`src/rtl/if_fetch_stage_pkg.sv`:
```
// Shared types and constants for the instruction-fetch stage.
package if_fetch_stage_pkg;

    localparam int unsigned XLEN = 32;

    typedef enum logic [1:0] {
        ST_FETCH = 2'd0,
        ST_DROP  = 2'd1,
        ST_HOLD  = 2'd2
    } fetch_state_t;

    localparam logic [XLEN-1:0] NOP_INSTR = 32'h0000_0000;
    localparam logic [XLEN-1:0] PC_STEP   = 32'd4;

    typedef struct packed {
        logic            valid;
        logic [XLEN-1:0] pc;
        logic [XLEN-1:0] pc4;
        logic [XLEN-1:0] instr;
    } ifid_t;

    // Fetch addresses are word aligned; the low two bits are dropped.
    function automatic logic [XLEN-1:0] align_pc(input logic [XLEN-1:0] pc);
        return pc & ~XLEN'(3);
    endfunction

endpackage

```
`src/rtl/if_fetch_stage_adder.sv`:
```
// Plain modulo-2^W adder; carry out is discarded.
module if_fetch_stage_adder #(
    parameter int unsigned W = 32
) (
    input  logic [W-1:0] src1_i,
    input  logic [W-1:0] src2_i,
    output logic [W-1:0] sum_o
);

    assign sum_o = src1_i + src2_i;

endmodule

```
`src/rtl/if_fetch_stage.sv`:
```
// Instruction-fetch stage: PC, imem req/ack handshake, IF/ID register.
// Optional stall-cycle counter enabled by defining IF_STALL_CNT_EN.
module if_fetch_stage
    import if_fetch_stage_pkg::*;
#(
    parameter logic [31:0] RESET_PC = 32'h0000_0000
) (
    input  logic        clk_i,
    input  logic        rst_i,
    input  logic        stall_i,
    input  logic        redirect_i,
    input  logic [31:0] redirect_pc_i,
    output logic        imem_req_o,
    output logic [31:0] imem_addr_o,
    input  logic        imem_ack_i,
    input  logic [31:0] imem_data_i,
    output logic        ifid_valid_o,
    output logic [31:0] ifid_pc_o,
    output logic [31:0] ifid_pc4_o,
    output logic [31:0] ifid_instr_o,
    output logic [31:0] stall_cnt_o
);

    fetch_state_t    r_state;
    fetch_state_t    w_state_nxt;
    logic [XLEN-1:0] r_pc;
    logic [XLEN-1:0] r_pend_pc;
    logic [XLEN-1:0] r_hold;
    ifid_t           r_ifid;

    logic [XLEN-1:0] w_pc_nxt;
    logic [XLEN-1:0] w_pend_nxt;
    logic [XLEN-1:0] w_hold_nxt;
    ifid_t           w_ifid_nxt;
    logic            w_load;
    logic [XLEN-1:0] w_load_instr;
    logic [XLEN-1:0] w_pc4;
    logic [XLEN-1:0] w_tgt;

    assign w_tgt = align_pc(redirect_pc_i);

    // Single adder feeds both the IF/ID pc4 field and the sequential next PC.
    if_fetch_stage_adder #(.W(XLEN)) u_pc_adder (
        .src1_i (r_pc),
        .src2_i (PC_STEP),
        .sum_o  (w_pc4)
    );

    always_ff @(posedge clk_i or posedge rst_i) begin
        if (rst_i) begin
            r_state <= ST_FETCH;
        end else begin
            r_state <= w_state_nxt;
        end
    end

    always_comb begin
        w_state_nxt  = r_state;
        w_pc_nxt     = r_pc;
        w_pend_nxt   = r_pend_pc;
        w_hold_nxt   = r_hold;
        w_load       = 1'b0;
        w_load_instr = imem_data_i;

        case (r_state)
            ST_FETCH: begin
                if (redirect_i) begin
                    if (imem_ack_i) begin
                        w_pc_nxt = w_tgt;
                    end else begin
                        w_pend_nxt  = w_tgt;
                        w_state_nxt = ST_DROP;
                    end
                end else if (imem_ack_i) begin
                    if (!stall_i) begin
                        w_load   = 1'b1;
                        w_pc_nxt = w_pc4;
                    end else begin
                        w_hold_nxt  = imem_data_i;
                        w_state_nxt = ST_HOLD;
                    end
                end
            end
            ST_DROP: begin
                // The newest redirect always wins, even if it lands on the dropped ack.
                if (redirect_i) begin
                    w_pend_nxt = w_tgt;
                end
                if (imem_ack_i) begin
                    w_pc_nxt    = redirect_i ? w_tgt : r_pend_pc;
                    w_state_nxt = ST_FETCH;
                end
            end
            ST_HOLD: begin
                if (redirect_i) begin
                    w_pc_nxt    = w_tgt;
                    w_state_nxt = ST_FETCH;
                end else if (!stall_i) begin
                    w_load       = 1'b1;
                    w_load_instr = r_hold;
                    w_pc_nxt     = w_pc4;
                    w_state_nxt  = ST_FETCH;
                end
            end
            default: begin
                w_state_nxt = ST_FETCH;
            end
        endcase

        // Flush beats stall; stall beats bubble insertion.
        if (redirect_i) begin
            w_ifid_nxt = '0;
        end else if (w_load) begin
            w_ifid_nxt = '{valid: 1'b1, pc: r_pc, pc4: w_pc4, instr: w_load_instr};
        end else if (stall_i) begin
            w_ifid_nxt = r_ifid;
        end else begin
            w_ifid_nxt       = r_ifid;
            w_ifid_nxt.valid = 1'b0;
            w_ifid_nxt.instr = NOP_INSTR;
        end
    end

    always_ff @(posedge clk_i or posedge rst_i) begin
        if (rst_i) begin
            r_pc      <= RESET_PC;
            r_pend_pc <= '0;
            r_hold    <= '0;
            r_ifid    <= '0;
        end else begin
            r_pc      <= w_pc_nxt;
            r_pend_pc <= w_pend_nxt;
            r_hold    <= w_hold_nxt;
            r_ifid    <= w_ifid_nxt;
        end
    end

`ifdef IF_STALL_CNT_EN
    logic [XLEN-1:0] r_stall_cnt;

    always_ff @(posedge clk_i or posedge rst_i) begin
        if (rst_i) begin
            r_stall_cnt <= '0;
        end else if (stall_i && r_ifid.valid && (r_stall_cnt != '1)) begin
            r_stall_cnt <= r_stall_cnt + XLEN'(1);
        end
    end

    assign stall_cnt_o = r_stall_cnt;
`else
    assign stall_cnt_o = '0;
`endif

    assign imem_req_o   = !rst_i && (r_state != ST_HOLD);
    assign imem_addr_o  = r_pc;
    assign ifid_valid_o = r_ifid.valid;
    assign ifid_pc_o    = r_ifid.pc;
    assign ifid_pc4_o   = r_ifid.pc4;
    assign ifid_instr_o = r_ifid.instr;

endmodule

```
`config.mk`:
```
export PLATFORM = sky130hd
export DESIGN_NAME = if_fetch_stage
export DESIGN_NICKNAME = d
export VERILOG_FILES = /design/src/rtl/if_fetch_stage_pkg.sv /design/src/rtl/if_fetch_stage_adder.sv /design/src/rtl/if_fetch_stage.sv
export SDC_FILE = /design/constraint.sdc
export NUM_CORES = 1
export LEC_CHECK = 0
export ABC_AREA = 1
export CAP_MARGIN = 20
export CORE_AREA = 2 2 146 148
export CTS_BUF_LIST = sky130_fd_sc_hd__clkbuf_8
export CTS_CLUSTER_DIAMETER = 200
export DETAILED_ROUTE_END_ITERATION = 8
export DIE_AREA = 0 0 148 150
export PLACE_DENSITY = 0.88
export REMOVE_ABC_BUFFERS = 1
export SLEW_MARGIN = 20
export SYNTH_ARGS = -nofsm -noshare
export SYNTH_HDL_FRONTEND = slang
export SYNTH_HIERARCHICAL = 1
export SYNTH_SLANG_ARGS = --single-unit
```
`constraint.sdc`:
```
create_clock -name clk_i -period 17.14 [get_ports clk_i]
set_input_delay 4.285 -clock clk_i [delete_from_list [all_inputs] [get_ports clk_i]]
set_output_delay 4.285 -clock clk_i [all_outputs]
set_load 0.05 [all_outputs]
```
**Word-level counts from Yosys, hierarchy flattened**

Cells that the tools add are included.

- Flip-flop bits (word level): 195
- Output and inout port bits: 162
- Word-level logic and storage cells: 61

- Add/subtract/negate cells: 1
- Eq/ne operators: 12
- Muxes and demuxes: 29
- Bitwise gates (word level): 1
- Reduce and logical (&&, ||, !) cells: 10

Operators by type and width:

| operator | count |
|---|---|
| 32-bit two-way mux | 11 |
| 97-bit two-way mux | 3 |
| 32-bit case mux with 3 select lines | 1 |
| 32-bit case mux with 2 select lines | 1 |
| 32-bit by 3-bit adder with 32-bit output (second input constant) | 1 |
| 2-bit two-way mux | 7 |
| 3-bit inequality test (second input constant) | 4 |
| 2-bit inequality test (second input constant) | 5 |
| 3-bit AND reduction | 3 |
| 2-bit case mux with 3 select lines | 1 |
| 5-bit AND reduction | 1 |
| 1-bit two-way mux | 4 |
| 2-bit nonzero test | 2 |
| 3-bit by 1-bit inequality test with 1-bit output (second input constant) | 1 |
| 3-bit nonzero test | 1 |
| 2-bit by 1-bit == test with 1-bit output (second input constant) | 1 |
| 2-bit == test (second input constant) | 1 |
| 2-bit logical NOT | 1 |
| 1-bit case mux with 2 select lines | 1 |
| 1-bit logical AND | 1 |
| 1-bit logical NOT | 1 |
| 1-bit NOT | 1 |

**Longest topological paths before layout**

Gate-level depths: netlist of run 1.

- Depth after elaboration: 6
- Depth in mapped cells: 18

**Cells and area by module**

Netlist of run 1, hierarchy kept.

By module, submodules not included:

| module | times used | cells each | area each (µm²) | seq. area each (µm²) |
|---|---|---|---|---|
| if_fetch_stage | 1 | 1342 | 9661.8 | 4879.7 |
| if_fetch_stage_adder | 1 | 491 | 2323.5 | 0.0 |

**Worst setup path after synthesis of run 1**

OpenSTA, ideal clock, no wires.

- Path kind: input to output
- From: in rst_i
- To: out imem_req_o
- Arrival: 4.939 ns
- Slack: 7.916 ns
- Stages: 1
- Buffers on the path: 0
- Cells stage by stage: nor2_1

- Word-level cells in the longest chain between the ends: 2

RTL lines:

| element | RTL line | source |
|---|---|---|
| start: declaration | if_fetch_stage.sv:9 | `input logic rst_i,` |
| 1-bit logical NOT | if_fetch_stage.sv:154 | `assign imem_req_o = !rst_i && (r_state != ST_HOLD);` |
| 1-bit logical AND | if_fetch_stage.sv:154 |  |
| end: declaration | if_fetch_stage.sv:13 | `output logic imem_req_o,` |

No other way between the ends.

**Worst setup path after layout of run 1**

Ends and elaborated chain as after synthesis.

==> summary.md, run 1 <==
| Metric | Value |
|---|---|
| Status | finished clean |
| Total number of vias | around 12,000 |
| CTS tree | done |
| Power Density | approximately 140 nW/um^2 |
| Mean Syn Cell Area | about 6.5 sq um |
| Final Hold Viols | 0 |
| Drt pass-1 iters | 6 |
| RSZ-0062 raised after global routing | no |
| Worst path most repeated cell | clkdlybuf4s50_1 |
| WL/cell | 13.9 um |
| Cell Rows | between 50 and 60 |
| Clk_lat worst skew | roughly 0.5 ns |
| Final ANT Viol Nets | 0 |
| Dpl hpwl | ~22,000 um |
| Post-synthesis compound-gate area fraction | ~2.6% |
| Crit path largest cell delay | 0.80 ns |
| Remaining global-route overflow | 0 |
| Root buf cell | clkbuf_8 |
| GP Congestion | between 0.9 and 1 |
| Crit path buf inv count | 2 |
| Crit. End Element | output pin |
| Adder-cell share of the synthesized area | roughly 3.4% |
| Period utilisation layout | a little under 60% |
| I/O Buffers | just under 200 |
| CTS resizes | 0 |
| Setup TNS | 0 ns |
| # IOs | roughly 230 |
| Diodes inserted | 0 |
| # nets final | between 2,000 and 2,500 |
| Worst-path clk slew | around 0.09 ns |
| Commonest non-fill, non-tap cell in the layout | nand2_1 |
| Mapped Area | between 10,000 and 15,000 sq um |
| Post-layout util | a little over two thirds |
| Pins over their slew limit | 0 |
| Max-Slew Margin vs Limit | between 30% and 40% |
| Leak pwr | about 0.0082 uW |
| GRT Util Overall | slightly below 30% |
| Worst setup SP type | input port |
| Drt drc | 0 |
| Antenna violations before repair | 0 |
| Largest family of logic cells by synthesized area | simple AND/OR/NAND/NOR gates |
| Tightest Hold Check Type | flip-flop to flip-flop |
| Post-synthesis cell type count | 28 |
| Post-Syn Instances | roughly 1,800 |
| Register area | ~5000 sq um |
| DR iter-0 viols | around 860 |
| Post-CTS Setup Bufs | 0 |
| Worst Path Required | between 10 and 15 ns |
| Longest Clk Path Bufs | 2 |
| Skew final | 0.0184 ns |
| Total wire length | 32,000 um |
| Sequential share of the synthesized area | between 40 and 50% |
| Slowest cell on crit path | clkdlybuf4s50_1 |
| Register bit total from synthesis | about 200 |
| Worst-Margin Slew | 0.955 ns |
| H-tree levels | 4 |
| Post-synthesis mux area share | 0% |
| Most frequent cells in the layout | 1,007 x nand2_1, 196 x clkdlybuf4s50_1, 194 x dfrtp_1 |
| Synth Area in XOR/XNOR | 1.17% |
| Delay-heaviest family, CP | buffers and inverters |
| Vias in the first global route | about 11,000 |
| Largest net degree at the start of global routing | approximately 110 |
| Core Area | 20,700 sq um |
| Total CTS buffers | 17 |
| Simple-gate share of the synthesized area | between 40% and 50% |
| Die ar. | 22,200 sq um |
| Via density per instance | ~5.1 |
| Area growth syn-to-layout | 20.4% |
| Yosys warns | 6 |
| Tmin final | roughly 10 ns |
| Fill cell count | 1,756 |
| Initial Util | just under 60% |
| Die extent in x | roughly 150 um |
| Multi-input logic area | around 6200 sq um |
| Worst path arrival time | 5.74 ns |
| Worst Path Max Fanout | 2 |
| Fmax | around 100 MHz |
| Layout cells sized above 1 | under 10% |
| First-pass GRT wire length | approximately 52,000 um |
| CTS Hold Bufs | 0 |
| Final setup violating endpoints | 0 |
| Critical path type | input port to output pin |
| Peak VDD IR | about 0.10 mV |
| Clock sinks | slightly below 200 |
| Max Cap Viol | 0 |
| CP Cell Sequence | clkdlybuf4s50_1, nor2_1, clkdlybuf4s50_1 |
| Die H | about 150 um |
## Yosys cell counts
cell | count | area, sq um
clkinv_1 | 1 | 3.75
nand3_1 | 156 | 781
nand4_1 | 4 | 25.0
nand3_2 | 2 | 20.0
ha_1 | 31 | 388
a21oi_1 | 20 | 100
a21oi_4 | 1 | 16.3
dfrtp_1 | 195 | 4880
buf_6 | 6 | 67.6
buf_2 | 43 | 215
xor2_1 | 15 | 131
a21oi_2 | 1 | 8.76
clkbuf_1 | 18 | 67.6
nor3_1 | 5 | 25.0
nor2_1 | 109 | 409
conb_1 | 2 | 7.51
inv_2 | 7 | 26.3
xnor2_1 | 1 | 8.76
fa_1 | 1 | 20.0
inv_1 | 117 | 439
nor2_2 | 2 | 12.5
buf_4 | 38 | 285
o21bai_1 | 2 | 15.0
buf_1 | 6 | 22.5
nand2_1 | 1007 | 3780
o21ai_0 | 32 | 160
nand2_2 | 10 | 62.6
a21o_1 | 1 | 7.51
## worst paths after layout
| check | startpoint | to | slack [ns] | cells after the start |
|---|---|---|---|---|
| setup / recovery | rst_i | imem_req_o | 7.12 | 3 |
| hold / removal | r_pend_pc[13]$_DFFE_PP0P_ | r_pend_pc[13]$_DFFE_PP0P_ | 0.48 | 2 |
| setup reg to reg | r_state[1]$_DFFE_PP0P_ | r_pend_pc[21]$_DFFE_PP0P_ | 14.80 | 7 |
| hold reg to reg | r_pend_pc[13]$_DFFE_PP0P_ | r_pend_pc[13]$_DFFE_PP0P_ | 0.48 | 2 |
| max in group asynchronous | rst_i | imem_addr_o[31]$_DFFE_PP0P_ | 11.54 | 3 |
| min in group asynchronous | rst_i | ifid_instr_o[29]$_DFFE_PP0P_ | 4.35 | 2 |
## final cells by class
class	count	area share [%]
Multi-Input combinational cell	1465	43.2
Sequential cell	195	33.8
Timing Repair Buffer	209	14.6
Inverter	125	3.32
Tap cell	275	2.38
Clock buffer	17	1.62
Clock inverter	15	1.10
## state kept, by name (all words and copies together) (netlist names)
register / flops
imem_addr_o: 32
r_hold: 32
r_pend_pc: 32
ifid_pc_o: 32
ifid_valid_o: 1
ifid_pc4_o: 32
r_state: 2
ifid_instr_o: 32
## worst min-delay path, cell delays in order, from the launching register on
cell	delay (ns)
dfrtp_1	0.36
nand2_1	0.05
nand2_1	0.04
## stage by stage
| stage | std cells | hold slack [ns] | cell area, sq um | total power [uW] | setup WS, ns |
|---|---|---|---|---|---|
| after floorplan | 1785 | 0.442 | 11600 | 1380 | 7.54 |
| after global placement | 2266 | 0.453 | 14000 | 1650 | 7.12 |
| after detailed placement | 2266 | 0.459 | 14000 | 1670 | 7.12 |
| after CTS | 2298 | 0.482 | 14400 | 1980 | 7.11 |
| after global routing | 2301 | 0.491 | 14400 | 2150 | 7.07 |
| final | 2301 | 0.481 | 14400 | 2010 | 7.12 |
## routing by layer
metal	vias to the layer above	part of all wire [%]	global-route usage (%)
met2	473	48	47.7
li1	5889	-	-
met1	5426	43	39.6
met5	-	0	0
met3	58	7.1	3.57
met4	0	2.4	10.3
## cells by family (layout without fill, tap and decap cells)
| group | Yosys count | count (layout) |
|---|---|---|
| simple gates | 1295 | 1295 |
| xor+xnor | 16 | 16 |
| fa+ha+maj | 32 | 32 |
| flops | 195 | 195 |
| other cells | 2 | 65 |
| compound gates | 57 | 57 |
| buf+inv | 236 | 366 |
## power breakdown
| part | total [uW] | internal [uW] | switching, uW |
|---|---|---|---|
| clock network | 304 | 110 | 195 |
| logic | 1050 | 339 | 713 |
| registers | 654 | 559 | 94.4 |
Power figures use the tool's default switching activity.
==> inputs of run 2 (changes only) <==
--- a/config.mk
+++ b/config.mk
@@ -7,12 +7,12 @@
 export LEC_CHECK = 0
 export ABC_AREA = 1
 export CAP_MARGIN = 20
-export CORE_AREA = 2 2 146 148
+export CORE_AREA = 2 2 160 162
 export CTS_BUF_LIST = sky130_fd_sc_hd__clkbuf_8
 export CTS_CLUSTER_DIAMETER = 200
 export DETAILED_ROUTE_END_ITERATION = 8
-export DIE_AREA = 0 0 148 150
-export PLACE_DENSITY = 0.88
+export DIE_AREA = 0 0 162 164
+export PLACE_DENSITY = 0.78
 export REMOVE_ABC_BUFFERS = 1
 export SLEW_MARGIN = 20
 export SYNTH_ARGS = -nofsm -noshare
==> constraint.sdc (replaced) <==
create_clock -name clk_i -period 8.75 [get_ports clk_i]
set_input_delay 2.1875 -clock clk_i [delete_from_list [all_inputs] [get_ports clk_i]]
set_output_delay 2.1875 -clock clk_i [all_outputs]
set_load 0.05 [all_outputs]
==> summary.md, run 2 (synthesis results as in run 1) <==
| Metric | Value |
|---|---|
| Commonest non-fill, non-tap cell in the layout | nand2_1 |
| Worst Path Max Fanout | 2 |
| Fmax | 171 MHz |
| Register share of total power | around a third |
| CTS resizes | 0 |
| Layout cells sized above 1 | ~3.4% |
| Peak VDD IR | roughly 0.18 mV |
| WL met2 | roughly 15,000 um |
| Total wire length | 32,800 um |
| Max Cap Viol | 0 |
| Drt drc | 0 |
| Die extent in x | between 150 and 200 um |
| Clk_lat worst skew | ~0.48 ns |
| RSZ-0062 raised after global routing | no |
| Largest net degree at the start of global routing | 118 |
| Initial Util | 48.3% |
| # nets final | 2,111 |
| Leak pwr | 0.00818 uW |
| CTS Hold Bufs | 0 |
| Metal-1 WL | 14,800 um |
| Area growth syn-to-layout | 20.7% |
| Critical path type | input port to output pin |
| Worst r2r src | r_state[1]$_DFFE_PP0P_ |
| Flop-to-flop setup slack | about 5.6 ns |
| Final setup violating endpoints | 0 |
| Root buf cell | clkbuf_8 |
| Max layer used | met4 |
| First-pass GRT wire length | approximately 54,000 um |
| Status | finished clean |
| Worst path arrival time | about 3.7 ns |
| Worst setup SP type | input port |
| WL/cell | between 10 and 15 um |
| Antenna violations before repair | 1 |
| Register-to-Register Path Depth | 7 |
| Post-CTS Setup Bufs | 0 |
| Via density per instance | 4.94 |
| Total number of vias | 11,600 |
| Remaining global-route overflow | 0 |
| Longest Clk Path Bufs | 2 |
| Setup TNS | 0 ns |
| Worst Path Required | around 6.6 ns |
| Power Density | ~270 nW/um^2 |
| Worst-Margin Slew | 0.996 ns |
| Core Area | between 20,000 and 25,000 sq um |
| DR iter-0 viols | between 800 and 900 |
| Clock sinks | between 150 and 200 |
| Total CTS buffers | 17 |
| Pins over their slew limit | 0 |
| Final Hold Viols | 0 |
| Met3 WL | slightly below 2000 um |
| Clock Power Share | between 10 and 15% |
| P_int | around 2000 uW |
| Final ANT Viol Nets | 0 |
| GP Congestion | between 0.9 and 1 |
| Tightest Hold Check Type | flip-flop to flip-flop |
| Psw | a little under 2000 uW |
| Vias in the first global route | between 10,000 and 15,000 |
| Max-Slew Margin vs Limit | around 34% |
| Comb pwr share | 52.2% |
| Drt pass-1 iters | 5 |
| Cell Rows | 58 |
| I/O Buffers | slightly below 200 |
| Pwr Total | roughly 4000 uW |
| Tmin final | approximately 5.9 ns |
| Min-Delay Path Depth | 2 |
| H-tree levels | 4 |
| Dpl hpwl | 22,200 um |
| CTS tree | done |
| Sw frac | between 40% and 50% |
| Hold Path End | r_pend_pc[19]$_DFFE_PP0P_ |
| Worst-path clk slew | 0.10 ns |
| GRT Util Overall | around 25% |
| # IOs | 231 |
| Die H | approximately 160 um |
| Die ar. | approximately 27,000 sq um |
| Hold Startpoint | r_pend_pc[19]$_DFFE_PP0P_ |
| Period utilisation layout | 66.9% |
| Skew final | around 0.018 ns |
| Crit. End Element | output pin |
| Most frequent cells in the layout | 1,007 x nand2_1, 196 x clkdlybuf4s50_1, 194 x dfrtp_1 |
| RR Endpoint | r_pend_pc[30]$_DFFE_PP0P_ |
-- run 2: changes by cell type in the layout (fill, tap and decap cells not counted), moves of 2 or more --
cell | previous run | this run
buf_4 | 9 | 7
inv_1 | 116 | 118
diode_2 | 0 | 2
inv_6 | 5 | 3
buf_16 | 0 | 2
clkinv_8 | 3 | 0
-- run 2: critical path: stages --
cell	delay [ns]
clkdlybuf4s50_1	0.51
nor2_1	0.15
clkdlybuf4s50_1	0.82
-- run 2: worst max path at each step --
stage / cells after the start / slack (ns) / start / to
floorplan: 1 / 1.25 / rst_i / ifid_instr_o[0]$_DFFE_PP0P_
global placement: 3 / 2.92 / rst_i / imem_req_o
detailed placement: 3 / 2.89 / rst_i / imem_req_o
CTS: 3 / 2.89 / rst_i / imem_req_o
global route: 3 / 2.82 / rst_i / imem_req_o
finish: 3 / 2.90 / rst_i / imem_req_o
-- run 2: final cells by class --
class | instances | area (sq um)
inverters | 125 | 479
repair buffers | 206 | 2080
flip-flops and latches | 195 | 4880
multi-input cells | 1465 | 6230
clock inverters | 14 | 120
clock buffers | 18 | 248
well taps | 330 | 413
diodes | 2 | 5.00
fillers | 2420 | 10400
-- run 2: stage by stage --
step / std cells / hold slack (ns) / instance area (sq um) / worst slack, ns / utilization [%]
after floorplan: 1785 / 0.442 / 11600 / 1.25 / -
after global placement: 2319 / 0.454 / 14000 / 2.92 / 56.5
after detailed placement: 2320 / 0.458 / 14100 / 2.89 / 56.6
after CTS: 2352 / 0.485 / 14400 / 2.89 / 58.1
after global routing: 2354 / 0.503 / 14500 / 2.82 / 58.3
final: 2355 / 0.483 / 14500 / 2.90 / 58.3
-- run 2: layer usage --
| metal | global-route usage (%) | up-vias |
|---|---|---|
| met4 | 6.44 | 0 |
| li1 | - | 5872 |
| met1 | 33.5 | 5340 |
| met3 | 3.71 | 37 |
| met5 | 0 | - |
| met2 | 42.5 | 376 |
-- run 2: power groups by stage --
stage,sequential [uW],clock [uW],combinational (uW)
after floorplan,1660,0,1040
after global placement,1300,0,1950
after detailed placement,1310,0,1980
after CTS,1290,597,1990
after global routing,1320,632,2260
final,1290,580,2040
==> inputs of run 3 (changes only) <==
==> constraint.sdc (replaced) <==
create_clock -name clk_i -period 4.9 [get_ports clk_i]
set_input_delay 1.225 -clock clk_i [delete_from_list [all_inputs] [get_ports clk_i]]
set_output_delay 1.225 -clock clk_i [all_outputs]
set_load 0.05 [all_outputs]
==> summary.md, run 3 (synthesis results as in run 1) <==
| Metric | Value |
|---|---|
| Status | finished clean |
| Tightest Hold Check Type | flip-flop to flip-flop |
| Initial Util | 48.3% |
| Root buf cell | clkbuf_8 |
| Post-CTS Setup Bufs | 0 |
| Remaining global-route overflow | 0 |
| Top Usage Layer GRT | met2 |
| Fmax | about 250 MHz |
| Dpl hpwl | 22,900 um |
| Worst path most repeated cell | clkdlybuf4s50_1 |
| CTS resizes | 0 |
| GRT Util Overall | approximately a quarter |
| Peak VDD IR | between 0.3 and 0.4 mV |
| Final hold slack | between 0.4 and 0.5 ns |
| WL/cell | around 14 um |
| First-pass GRT wire length | around 54,000 um |
| Drt pass-1 iters | 5 |
| Final Hold Viols | 0 |
| Hold Startpoint | r_pend_pc[23]$_DFFE_PP0P_ |
| Pins over their slew limit | 0 |
| CP Cell Sequence | clkdlybuf4s50_1, nor2_1, clkdlybuf4s50_1 |
| Max Cap Viol | 0 |
| Post-layout util | around three fifths |
| Power Density | around 490 nW/um^2 |
| Flop-to-flop setup slack | about 2.3 ns |
| Via density per instance | around 5 |
| Hold Path End | r_pend_pc[23]$_DFFE_PP0P_ |
| Area growth syn-to-layout | 21.6% |
| Total number of vias | 11,600 |
| Worst Path Max Fanout | 2 |
| Worst-path clk slew | around 0.1 ns |
| DR iter-0 viols | approximately 800 |
| Setup ws final | ~0.96 ns |
| Tmin final | between 3 and 4 ns |
| # nets final | 2,115 |
| Register-to-Register Path Depth | 6 |
| CTS tree | done |
| Worst-Margin Slew | 0.988 ns |
| Die H | between 150 and 200 um |
| Post-place setup slack | 0.957 ns |
| RR Endpoint | r_hold[25]$_DFFE_PP0P_ |
| Leak pwr | around 0.008 uW |
| Die ar. | between 20,000 and 30,000 sq um |
| Die extent in x | between 150 and 200 um |
| Period utilisation layout | between 80% and 90% |
| Largest net degree at the start of global routing | between 100 and 150 |
| Worst Path Required | between 3 and 4 ns |
| Final ANT Viol Nets | 0 |
| Met1 Track Usage GR | between 30% and 40% |
| Fill cell count | 2,367 |
| Most frequent cells in the layout | 1,007 x nand2_1, 196 x clkdlybuf4s50_1, 194 x dfrtp_1 |
| Final setup violating endpoints | 0 |
| I/O Buffers | between 150 and 200 |
| Met2 Use GR | 41.5% |
| Multi-input logic area | between 6000 and 7000 sq um |
| Total wire length | approximately 33,000 um |
| Skew final | between 0.02 and 0.03 ns |
| Crit path largest cell delay | 0.82 ns |
| Core Area | around 25,000 sq um |
| Worst r2r src | r_state[1]$_DFFE_PP0P_ |
| Total CTS buffers | 17 |
| # IOs | 231 |
| Register area | between 4000 and 5000 sq um |
| GR Util met3 | roughly 3.6% |
| Pwr Total | between 7000 and 8000 uW |
| Crit. End Element | output pin |
| GP Congestion | ~0.9 |
| Drt drc | 0 |
| Min-Delay Path Depth | 2 |
| Clk_lat worst skew | about 0.50 ns |
| Clock sinks | around 200 |
| Critical path type | input port to output pin |
| Vias in the first global route | about 11,000 |
| Slowest cell on crit path | clkdlybuf4s50_1 |
| Worst path arrival time | about 2.7 ns |
| RSZ-0062 raised after global routing | no |
| Layout cells sized above 1 | between 3 and 4% |
| Max-Slew Margin vs Limit | around a third |
| Cell Rows | 58 |
| H-tree levels | 4 |
| Antenna violations before repair | 0 |
| Longest Clk Path Bufs | 2 |
| Commonest non-fill, non-tap cell in the layout | nand2_1 |
| CTS Hold Bufs | 0 |
| Worst setup SP type | input port |
run 3: how the worst max path moves through the flow:
stage               start                     endpoint  slack [ns]  cells past startpoint
floorplan           rst_i  ifid_instr_o[0]$_DFFE_PP0P_       -1.64                      1
global placement    rst_i                   imem_req_o         1.0                      3
detailed placement  rst_i                   imem_req_o        0.96                      3
CTS                 rst_i                   imem_req_o        0.95                      3
global route        rst_i                   imem_req_o        0.92                      3
finish              rst_i                   imem_req_o        0.96                      3
run 3: layout make-up:
| type | instances | area share (%) |
|---|---|---|
| flip-flops and latches | 195 | 33.5 |
| well taps | 330 | 2.83 |
| clock buffers | 17 | 1.61 |
| diodes | 1 | 0.0172 |
| inverters | 125 | 3.29 |
| clock inverters | 15 | 1.51 |
| repair buffers | 210 | 14.5 |
| multi-input cells | 1465 | 42.8 |
run 3: per-stage QoR:
| stage | instances | TNS [ns] | instance area, sq um |
|---|---|---|---|
| 2_1_floorplan | 1785 | -323.21 | 11600 |
| 3_3_place_gp | 2323 | 0 | 14100 |
| 3_5_place_dp | 2324 | 0 | 14100 |
| 4_1_cts | 2356 | 0 | 14600 |
| 5_1_grt | 2357 | 0 | 14600 |
| 6_report | 2358 | 0 | 14600 |
run 3: power breakdown:
group | switching [uW] | leakage [uW] | total [uW] | internal (uW)
Clock | 671 | 0.000225 | 1200 | 532
Sequential | 327 | 0.00257 | 2280 | 1960
Combinational | 2490 | 0.00543 | 3670 | 1190
Total | 3480 | 0.00823 | 7160 | 3680
run 3: critical path, delay by kind of cell:
| family | cells | cell delay [ns] |
|---|---|---|
| buf+inv | 2 | 1.33 |
| simple gates | 1 | 0.16 |
run 3: per-layer routing:
layer | up-vias | part of all wire, %
met1 | 5306 | 46
met4 | 0 | 1.8
met3 | 36 | 5.6
met2 | 363 | 47
met5 | - | 0
li1 | 5885 | -
